**config.mk**
```make
export PLATFORM = sky130hd
export DESIGN_NAME = median_send_arbiter_flat
export DESIGN_NICKNAME = d
export VERILOG_FILES = /design/src/rtl/median_send_arbiter_if.sv /design/src/rtl/median_send_arbiter.sv /design/src/flat_wrapper.sv
export SDC_FILE = /design/constraint.sdc
export NUM_CORES = 1
export LEC_CHECK = 0
export ABC_AREA = 1
export CAP_MARGIN = 25
export CELL_PAD_IN_SITES_DETAIL_PLACEMENT = 1
export CELL_PAD_IN_SITES_GLOBAL_PLACEMENT = 2
export CORE_MARGIN = 5
export CORE_UTILIZATION = 19
export DETAILED_ROUTE_END_ITERATION = 6
export GPL_TIMING_DRIVEN = 0
export PLACE_DENSITY = 0.83
export SETUP_SLACK_MARGIN = 0.2
export SLEW_MARGIN = 15
export SYNTH_ARGS = -nofsm -noshare
export SYNTH_HDL_FRONTEND = slang
export SYNTH_SLANG_ARGS = --single-unit
```
**constraint.sdc**
```tcl
create_clock -name clk -period 2 [get_ports clk]
set_clock_uncertainty 0.1 [all_clocks]
set_input_delay 0.4 -clock clk [delete_from_list [all_inputs] [get_ports clk]]
set_output_delay 0.4 -clock clk [all_outputs]
set_load 0.02 [all_outputs]
```
**src/rtl/median_send_arbiter_if.sv**
```systemverilog
// Bus bundle between the two partition buffers, the arbiter and the shared
// output FIFOs. The master modport is the arbiter's view; the slave modport is
// the view of the buffers, the FIFOs and any status observer.
interface median_send_arbiter_if #(
    parameter int BUFF_SIZE_BIT = 6,
    parameter int DATA_WIDTH    = 8
);
    // requester 0 (lower partition buffer)
    logic                     req0;
    logic [BUFF_SIZE_BIT-1:0] size0;
    logic [DATA_WIDTH-1:0]    px0;
    logic                     rd0;

    // requester 1 (upper partition buffer)
    logic                     req1;
    logic [BUFF_SIZE_BIT-1:0] size1;
    logic [DATA_WIDTH-1:0]    px1;
    logic                     rd1;

    // shared pixel FIFO
    logic [DATA_WIDTH-1:0]    out_px;
    logic                     out_px_wr;
    logic                     out_px_full;

    // shared header FIFO
    logic [BUFF_SIZE_BIT-1:0] out_size;
    logic                     out_src;
    logic                     out_hdr_wr;
    logic                     out_hdr_full;

    // status
    logic                     busy;
    logic                     grant;
    logic [BUFF_SIZE_BIT-1:0] count;

    modport master (
        input  req0, size0, px0,
        input  req1, size1, px1,
        input  out_px_full, out_hdr_full,
        output rd0, rd1,
        output out_px, out_px_wr,
        output out_size, out_src, out_hdr_wr,
        output busy, grant, count
    );

    modport slave (
        output req0, size0, px0,
        output req1, size1, px1,
        output out_px_full, out_hdr_full,
        input  rd0, rd1,
        input  out_px, out_px_wr,
        input  out_size, out_src, out_hdr_wr,
        input  busy, grant, count
    );
endinterface

```
**src/rtl/median_send_arbiter.sv**
```systemverilog
// Round-robin burst scheduler for the two median-filter partition buffers.
// One requester is granted at a time; its burst size is sampled (clamped to
// BUFF_SIZE), a single header word is written, then exactly that many pixels
// are streamed from the granted buffer into the shared pixel FIFO, popping the
// buffer once per accepted pixel. The FIFOs' full flags stall the transfer.
module median_send_arbiter #(
    parameter int BUFF_SIZE     = 32,
    parameter int BUFF_SIZE_BIT = $clog2(BUFF_SIZE) + 1,
    parameter int DATA_WIDTH    = 8
) (
    input  logic                  clk,
    input  logic                  rst,
    median_send_arbiter_if.master bus
);

    localparam logic [1:0] IDLE = 2'd0;
    localparam logic [1:0] HDR  = 2'd1;
    localparam logic [1:0] SEND = 2'd2;

    localparam logic [BUFF_SIZE_BIT-1:0] MAX_SIZE = BUFF_SIZE_BIT'(BUFF_SIZE);
    localparam logic [BUFF_SIZE_BIT-1:0] ONE      = BUFF_SIZE_BIT'(1);
    localparam logic [BUFF_SIZE_BIT-1:0] ZERO     = '0;

    logic [1:0]               state;
    logic [1:0]               state_next;

    // requester that finished most recently; the other side wins a tie
    logic                     last;
    logic                     grant_r;
    logic [BUFF_SIZE_BIT-1:0] size_samp;
    logic [BUFF_SIZE_BIT-1:0] count_r;

    logic                     win_valid;
    logic                     winner;
    logic [BUFF_SIZE_BIT-1:0] win_size_raw;
    logic [BUFF_SIZE_BIT-1:0] win_size;

    logic                     hdr_fire;
    logic                     px_fire;
    logic                     burst_end;
    logic [DATA_WIDTH-1:0]    px_sel;

    // Pick the winner among the active requests and clamp its burst size.
    always_comb begin
        win_valid = bus.req0 | bus.req1;
        if (bus.req0 && bus.req1) begin
            winner = ~last;
        end else begin
            winner = bus.req1;
        end
        win_size_raw = winner ? bus.size1 : bus.size0;
        win_size     = (win_size_raw > MAX_SIZE) ? MAX_SIZE : win_size_raw;
    end

    // Header and pixel write enables; a pixel write at count == size-1 closes the burst.
    always_comb begin
        hdr_fire  = (state == HDR)  && !bus.out_hdr_full;
        px_fire   = (state == SEND) && !bus.out_px_full;
        burst_end = px_fire && (count_r == (size_samp - ONE));
    end

    // Head pixel of whichever buffer currently owns the output path.
    always_comb begin
        px_sel = grant_r ? bus.px1 : bus.px0;
    end

    // Next-state logic: IDLE -> HDR on a win, HDR -> SEND (or back to IDLE for
    // an empty burst) once the header is accepted, SEND -> IDLE on the last pixel.
    always_comb begin
        state_next = state;
        case (state)
            IDLE: begin
                if (win_valid) begin
                    state_next = HDR;
                end
            end
            HDR: begin
                if (hdr_fire) begin
                    state_next = (size_samp == ZERO) ? IDLE : SEND;
                end
            end
            SEND: begin
                if (burst_end) begin
                    state_next = IDLE;
                end
            end
            default: begin
                state_next = IDLE;
            end
        endcase
    end

    // State register; reset aborts any burst immediately.
    always_ff @(posedge clk or posedge rst) begin
        if (rst) begin
            state <= IDLE;
        end else begin
            state <= state_next;
        end
    end

    // Grant and burst-size capture, taken only while arbitrating in IDLE.
    always_ff @(posedge clk or posedge rst) begin
        if (rst) begin
            grant_r   <= 1'b0;
            size_samp <= ZERO;
        end else if ((state == IDLE) && win_valid) begin
            grant_r   <= winner;
            size_samp <= win_size;
        end
    end

    // Round-robin history, updated when a burst (empty or not) completes.
    always_ff @(posedge clk or posedge rst) begin
        if (rst) begin
            last <= 1'b1;
        end else if (hdr_fire && (size_samp == ZERO)) begin
            last <= grant_r;
        end else if (burst_end) begin
            last <= grant_r;
        end
    end

    // Pixel counter: advances per accepted pixel, holds under backpressure, clears at burst end.
    always_ff @(posedge clk or posedge rst) begin
        if (rst) begin
            count_r <= ZERO;
        end else if (burst_end) begin
            count_r <= ZERO;
        end else if (px_fire) begin
            count_r <= count_r + ONE;
        end
    end

    assign bus.out_hdr_wr = hdr_fire;
    assign bus.out_size   = size_samp;
    assign bus.out_src    = grant_r;

    assign bus.out_px_wr  = px_fire;
    assign bus.out_px     = px_sel;
    assign bus.rd0        = px_fire & ~grant_r;
    assign bus.rd1        = px_fire &  grant_r;

    assign bus.busy       = (state != IDLE);
    assign bus.grant      = grant_r;
    assign bus.count      = count_r;

endmodule

```
**src/flat_wrapper.sv**
```systemverilog
// flat-port wrapper written by rule: the top's interface ports become plain ports
module median_send_arbiter_flat 
#(
    parameter int BUFF_SIZE     = 32,
    parameter int BUFF_SIZE_BIT = $clog2(BUFF_SIZE) + 1,
    parameter int DATA_WIDTH    = 8
)
  (clk, rst, bus_req0, bus_size0, bus_px0, bus_req1, bus_size1, bus_px1, bus_out_px_full, bus_out_hdr_full, bus_rd0, bus_rd1, bus_out_px, bus_out_px_wr, bus_out_size, bus_out_src, bus_out_hdr_wr, bus_busy, bus_grant, bus_count);
  median_send_arbiter_if #(.BUFF_SIZE_BIT(BUFF_SIZE_BIT), .DATA_WIDTH(DATA_WIDTH)) bus_i ();
  input  logic clk;
  input  logic rst;
  input wire logic [$bits(bus_i.req0)-1:0] bus_req0;
  input wire logic [$bits(bus_i.size0)-1:0] bus_size0;
  input wire logic [$bits(bus_i.px0)-1:0] bus_px0;
  input wire logic [$bits(bus_i.req1)-1:0] bus_req1;
  input wire logic [$bits(bus_i.size1)-1:0] bus_size1;
  input wire logic [$bits(bus_i.px1)-1:0] bus_px1;
  input wire logic [$bits(bus_i.out_px_full)-1:0] bus_out_px_full;
  input wire logic [$bits(bus_i.out_hdr_full)-1:0] bus_out_hdr_full;
  output wire logic [$bits(bus_i.rd0)-1:0] bus_rd0;
  output wire logic [$bits(bus_i.rd1)-1:0] bus_rd1;
  output wire logic [$bits(bus_i.out_px)-1:0] bus_out_px;
  output wire logic [$bits(bus_i.out_px_wr)-1:0] bus_out_px_wr;
  output wire logic [$bits(bus_i.out_size)-1:0] bus_out_size;
  output wire logic [$bits(bus_i.out_src)-1:0] bus_out_src;
  output wire logic [$bits(bus_i.out_hdr_wr)-1:0] bus_out_hdr_wr;
  output wire logic [$bits(bus_i.busy)-1:0] bus_busy;
  output wire logic [$bits(bus_i.grant)-1:0] bus_grant;
  output wire logic [$bits(bus_i.count)-1:0] bus_count;
  assign bus_i.req0 = bus_req0;
  assign bus_i.size0 = bus_size0;
  assign bus_i.px0 = bus_px0;
  assign bus_i.req1 = bus_req1;
  assign bus_i.size1 = bus_size1;
  assign bus_i.px1 = bus_px1;
  assign bus_i.out_px_full = bus_out_px_full;
  assign bus_i.out_hdr_full = bus_out_hdr_full;
  assign bus_rd0 = bus_i.rd0;
  assign bus_rd1 = bus_i.rd1;
  assign bus_out_px = bus_i.out_px;
  assign bus_out_px_wr = bus_i.out_px_wr;
  assign bus_out_size = bus_i.out_size;
  assign bus_out_src = bus_i.out_src;
  assign bus_out_hdr_wr = bus_i.out_hdr_wr;
  assign bus_busy = bus_i.busy;
  assign bus_grant = bus_i.grant;
  assign bus_count = bus_i.count;
  median_send_arbiter #(.BUFF_SIZE(BUFF_SIZE), .BUFF_SIZE_BIT(BUFF_SIZE_BIT), .DATA_WIDTH(DATA_WIDTH)) u_core (.clk(clk), .rst(rst), .bus(bus_i));
endmodule
```
==> results of run 1 <==
-- flip-flops by register name (all words and copies together) (netlist names) --
name / cells
u_core.state: 2
u_core.bus.count: 6
u_core.last: 1
u_core.bus.out_size: 6
u_core.bus.grant: 1
-- power by group through the flow --
stage	sequential, µW	combinational, µW	clock [µW]
2_1_floorplan	761	913	0
3_3_place_gp	676	1710	0
3_5_place_dp	679	1730	0
4_1_cts	675	1710	295
5_1_grt	707	1960	316
6_report	681	1750	287
-- logic make-up (layout without fill, tap and decap cells) --
| group | after synthesis | after routing |
|---|---|---|
| AO/OA/AOI/OAI | 19 | 19 |
| buffers and inverters | 28 | 99 |
| flip-flops | 16 | 16 |
| XOR/XNOR | 6 | 6 |
| AND/OR/NAND/NOR | 114 | 114 |
| adder cells (fa/ha/maj) | 3 | 3 |
-- through the flow --
| step | instances | power (µW) | area [µm²] | hold slack [ns] | util, % |
|---|---|---|---|---|---|
| global placement | 321 | 2390 | 1890 | 0.388 | 31.3 |
| detailed placement | 321 | 2410 | 1890 | 0.412 | 31.3 |
| global route | 332 | 2980 | 2010 | 0.448 | 33.3 |
| floorplan | 186 | 1670 | 1190 | 0.213 | - |
| CTS | 329 | 2680 | 1970 | 0.419 | 32.6 |
| finish | 332 | 2720 | 2010 | 0.413 | 33.3 |
-- final timing paths --
path,start,cells after the start,slack [ns],to
max,u_core.bus.out_size[0],10,0.24,u_core.bus.count[0]
min,u_core.last,2,0.41,u_core.last
max reg2reg,u_core.bus.out_size[0],10,0.24,u_core.bus.count[0]
min reg2reg,u_core.last,2,0.41,u_core.last
max in group asynchronous,rst,2,0.94,u_core.bus.grant
min in group asynchronous,rst,2,0.42,u_core.state[1]
-- routing by layer --
metal	vias up	track usage, %	wire, µm
met1	646	12.9	1870
met5	-	0	0
met4	0	2.44	50
li1	721	-	-
met2	26	18.2	2090
met3	6	1.66	160
-- cell usage after synthesis (2+ instances only) --
cell     count
ha_1         3
nand2_1     69
nor3_1       2
xor2_1       5
inv_2        2
buf_4        2
nor2_1      24
a21oi_1      3
o22ai_1      2
o21ai_0     11
dfrtp_1     15
nand3_1     15
inv_1       22
-- worst max-delay path: stages (launching register included) --
cell     delay (ns)
dfrtp_1        0.42
inv_2          0.11
ha_4           0.21
nand2_1        0.06
inv_1          0.04
nor2_1         0.09
nand3_1        0.11
nor2_2         0.18
nand3_4        0.16
nand3_2        0.09
o21ai_0        0.08
-- repair_timing --
item,in CTS,in global routing
setup buffers,4,1
cloned,0,2
setup endpoints to repair,34,26
gates resized for setup,59,24
pin swaps,4,7
-- layout make-up --
class                   count  area share (%)
repair buffers             67            30.2
plain buffers               3            1.49
well taps                  75            4.67
clock buffers               4            2.74
multi-input cells         142            35.8
inverters                  25            5.04
flip-flops and latches     16            20.0
==> flow_summary.toml, run 1 <==
[finish]
drive_gt1_share_pct = 19.1
fin_nets = 295
nFillCells = 783
register_area_um2 = 403
multi_input_area_um2 = 719
final_common_cell = "nand2_1"
num_antenna_cells = 0
mostFrequentLayoutCells = "67 x nand2_1, 33 x clkdlybuf4s50_1, 23 x nor2_1"
syn2layout_area_growth_pct = 68.3

[die]
dieWidth_um = 89.3
core_region_area_um2 = 6030
rows = 28
die_h_um = 89.3
initial_core_util_pct = 19.8
die_area_um2 = 7970
io_pins = 61

[synth]
synth_compound_gate_area_share_pct = 8.70
synthFlopType = "dfrtp_1"
syn-cell-area_um2 = 1190
yosysWarnings = 0
synth_cell_types = 24
synth_edf_count = 0
synthArstFlopShare_pct = 100
ys_seq_elements = 16
synth.area.top_cells = "dfrtp_1 31%, nand2_1 22%, nor2_1 7.5%, inv_1 6.9%, nand3_1 6.3%"
synth_top_family_by_area = "simple AND/OR/NAND/NOR gates"
postSynthCellCount = 186
syn_area_per_cell_um2 = 6.42
synth_xor_area_share_pct = 4.40
synth_adder_area_share_pct = 3.14
muxShareOfSynthArea_pct = 0
syn_nets = 223
yosysTopAreaCellShare_pct = 31.4
synthSimpleGateAreaFrac_pct = 40.0
ys_seq_area_share_pct = 33.6
synth_largest_area_cell = "dfrtp_1"

[cts]
path_clk_slew_ns = 0.07
hold_buffers = 0
cts_buffers = 3
clock_latency_ns = 0.25
cts_tree = "done"
h-tree-depth = 1
cts-root-buf = "clkbuf_8"
clock-sinks = 16
clock_path_buffers = 2

[placement]
place_ws_ns = -0.549
port_buffers = 60
dpl.hpwl_um = 3340
place.gp.congestion = 0.712

[timing]
fin_ws_ns = 0.240
fin_crit_sh_pct = 88.0
timing.fmax_ghz = 0.568
slew_headroom_pct = 58.9
slew_violations = 0
hold_viol_final = 0
period_minus_slack_ns = 1.76
finalSetupViolCount = 0
tightest_slew_ns = 0.615
grt_setup_unrepaired = "true"
tns_ns = 0

[critical_path]
startpoint_type = "register"
cp-end-kind = "register"
critPathRequiredTime_ns = 2.03
worst-endpoint-arrival_ns = 1.79
crit_type = "register to register"
worst-path-max-fanout = 6

[hold_path]
hold_class = "register to register"

[power_and_ir_drop]
p_int_uw = 1370
comb_power_share_pct = 64.4
ir_drop_mv = 0.405
power_switching_share_pct = 49.7
p_switching_uw = 1350
power_frac_clock_pct = 10.6
seq_power_share_pct = 25.0
power.density_nw_per_um2 = 1350
p_leak_uw = 0.00104

[detailed_routing]
postRouteAntennaNets = 0
drc = 0
drt-pass1-iter-count = 4
via_per_inst = 4.21
wl_per_cell_um = 12.6
drt_iter0_drc = 39
vias = 1399
wl_um = 4170

[grt]
antenna_found_initial = 0
grt_pass1_vias = 1389
grt_overflow = 0
grt.total_usage_pct = 10.2
grt_pass1_wl_um = 6480
grt_max_degree = 17

[run_status]
status = "complete, no violations"

[job]
cap_violations = 0
(Power assumes the default switching activity.)
==> inputs of run 2 (changes only) <==
--- a/config.mk
+++ b/config.mk
@@ -7,13 +7,13 @@
 export LEC_CHECK = 0
 export ABC_AREA = 1
 export CAP_MARGIN = 25
-export CELL_PAD_IN_SITES_DETAIL_PLACEMENT = 1
-export CELL_PAD_IN_SITES_GLOBAL_PLACEMENT = 2
+export CELL_PAD_IN_SITES_DETAIL_PLACEMENT = 0
+export CELL_PAD_IN_SITES_GLOBAL_PLACEMENT = 1
 export CORE_MARGIN = 5
-export CORE_UTILIZATION = 19
+export CORE_UTILIZATION = 23
 export DETAILED_ROUTE_END_ITERATION = 6
 export GPL_TIMING_DRIVEN = 0
-export PLACE_DENSITY = 0.83
+export PLACE_DENSITY = 0.8
 export SETUP_SLACK_MARGIN = 0.2
 export SLEW_MARGIN = 15
 export SYNTH_ARGS = -nofsm -noshare
==> constraint.sdc (replaced) <==
create_clock -name clk -period 1.5 [get_ports clk]
set_clock_uncertainty 0.1 [all_clocks]
set_input_delay 0.3 -clock clk [delete_from_list [all_inputs] [get_ports clk]]
set_output_delay 0.3 -clock clk [all_outputs]
set_load 0.02 [all_outputs]
==> flow_summary.toml, run 2 (same netlist as run 1, synthesis figures left out) <==
[power_and_ir_drop]
p_switching_uw = 2160
power_uw = 4570
ir_drop_mv = 0.737
seq_power_share_pct = 20.7
p_int_uw = 2410
power_frac_clock_pct = 7.1
power.density_nw_per_um2 = 1850
power_switching_share_pct = 47.3
p_leak_uw = 0.00118
comb_power_share_pct = 72.2

[cts]
clock_path_buffers = 2
cts_buffers = 3
clock-sinks = 16
h-tree-depth = 1
path_clk_slew_ns = 0.06
clock_latency_ns = 0.24
cts_tree = "done"
hold_buffers = 0
cts-root-buf = "clkbuf_8"

[finish]
mostFrequentLayoutCells = "37 x nand2_1, 33 x buf_6, 30 x clkdlybuf4s50_1"
final_common_cell = "nand2_1"
fin_nets = 318
syn2layout_area_growth_pct = 107
num_antenna_cells = 0
nFillCells = 515
drive_gt1_share_pct = 50.7

[job]
cap_violations = 0

[detailed_routing]
postRouteAntennaNets = 0
drt_iter0_drc = 48
wl_um = 4070
vias = 1455
drc = 0
wl_per_cell_um = 11.6
via_per_inst = 4.16
drt-pass1-iter-count = 4

[timing]
slew_headroom_pct = 59.3
fin_crit_sh_pct = 108
finalSetupViolCount = 24
tightest_slew_ns = 0.609
whs_ns = 0.324
period_minus_slack_ns = 1.63
grt_setup_unrepaired = "true"
fin_ws_ns = -0.127
timing.fmax_ghz = 0.615
tns_ns = -1.47
hold_viol_final = 0
slew_violations = 0

[die]
initial_core_util_pct = 23.5
io_pins = 61
rows = 26
core_region_area_um2 = 5070
die_area_um2 = 6730
dieWidth_um = 82.0
die_h_um = 82.0

[critical_path]
startpoint_type = "register"
r2r_end = "u_core.bus.count[2]"
cp-end-kind = "primary output"
worst-path-max-fanout = 2
critPathRequiredTime_ns = 1.10
worst-endpoint-arrival_ns = 1.23
reg2reg_depth = 10
r2r_start = "u_core.bus.out_size[1]"
r2r_slack_ns = -0.11
crit_type = "register to primary output"

[grt]
grt_max_degree = 17
grt_pass1_wl_um = 6030
grt.total_usage_pct = 11.3
grt_pass1_vias = 1349
antenna_found_initial = 0
grt_overflow = 0

[placement]
dpl.hpwl_um = 2820
place_ws_ns = -0.879
port_buffers = 60
place.gp.congestion = 0.754

[hold_path]
hold_class = "input port to async pin"

[run_status]
status = "finished with violations"
violations = "setup timing"
## run 2: cell count changes in the layout (fill, tap and decap cells not counted), sizes merged
| cell | before | now |
|---|---|---|
| clkdlybuf4s15 | 4 | 2 |
| clkbuf | 7 | 4 |
| dlymetal6s2s | 2 | 0 |
| inv | 24 | 25 |
| dlygate4sd2 | 13 | 4 |
| clkdlybuf4s50 | 33 | 30 |
| buf | 15 | 56 |
## run 2: area by class of cell
type	instances	area, µm²	share of cell area (%)
Buffer	3	33.8	1.37
Multi-Input combinational cell	142	931	37.6
Inverter	25	106	4.30
Sequential cell	16	410	16.6
Timing Repair Buffer	89	853	34.5
Timing Repair inverter	1	6.26	0.253
Clock buffer	4	45.0	1.82
Tap cell	70	87.6	3.54
## run 2: power by group through the flow
stage / combinational (µW) / sequential [µW] / clock (µW)
2_1_floorplan: 1280 / 1030 / 0
3_3_place_gp: 2330 / 915 / 0
3_5_place_dp: 2340 / 914 / 0
4_1_cts: 2720 / 906 / 334
5_1_grt: 3590 / 978 / 342
6_report: 3300 / 945 / 326
## run 2: per-layer routing
metal | global-route usage, % | wire length, µm
met5 | 0 | 0
met4 | 4.49 | 75
met3 | 2.63 | 195
met2 | 19.2 | 2190
met1 | 13.7 | 1610
## run 2: worst max path at each step
stage | startpoint | to | slack, ns | depth (start not counted)
after CTS | u_core.bus.out_size[1] | u_core.bus.count[2] | -0.16 | 10
after floorplan | u_core.bus.out_size[0] | u_core.bus.count[0] | -0.13 | 10
after global routing | u_core.state[1] | u_core.bus.count[4] | -0.20 | 9
after detailed placement | bus_out_px_full | bus_rd1 | -0.88 | 5
after global placement | bus_out_px_full | bus_rd1 | -0.88 | 5
final | u_core.state[1] | bus_out_px_wr | -0.13 | 5
## run 2: worst max-delay path: stages (launching register included)
cell     delay (ns)
dfrtp_1        0.38
inv_2          0.06
nor3_4         0.22
buf_6          0.13
buf_6          0.08
buf_6          0.10
## run 2: what timing repair did
item                                   in CTS  in global routing
endpoints found under the hold margin       0                  0
gates resized for setup                   173                 69
gates cloned                                2                  1
pin swaps                                  20                 21
setup endpoints to repair                  41                 36
buffers inserted                           19                  8
## run 2: per-stage QoR
step	area (µm²)	cells	util [%]
after CTS	2190	341	43.2
after global placement	1920	316	37.9
after global routing	2470	350	48.7
final	2470	350	48.7
after floorplan	1230	186	-
after detailed placement	1920	316	37.9
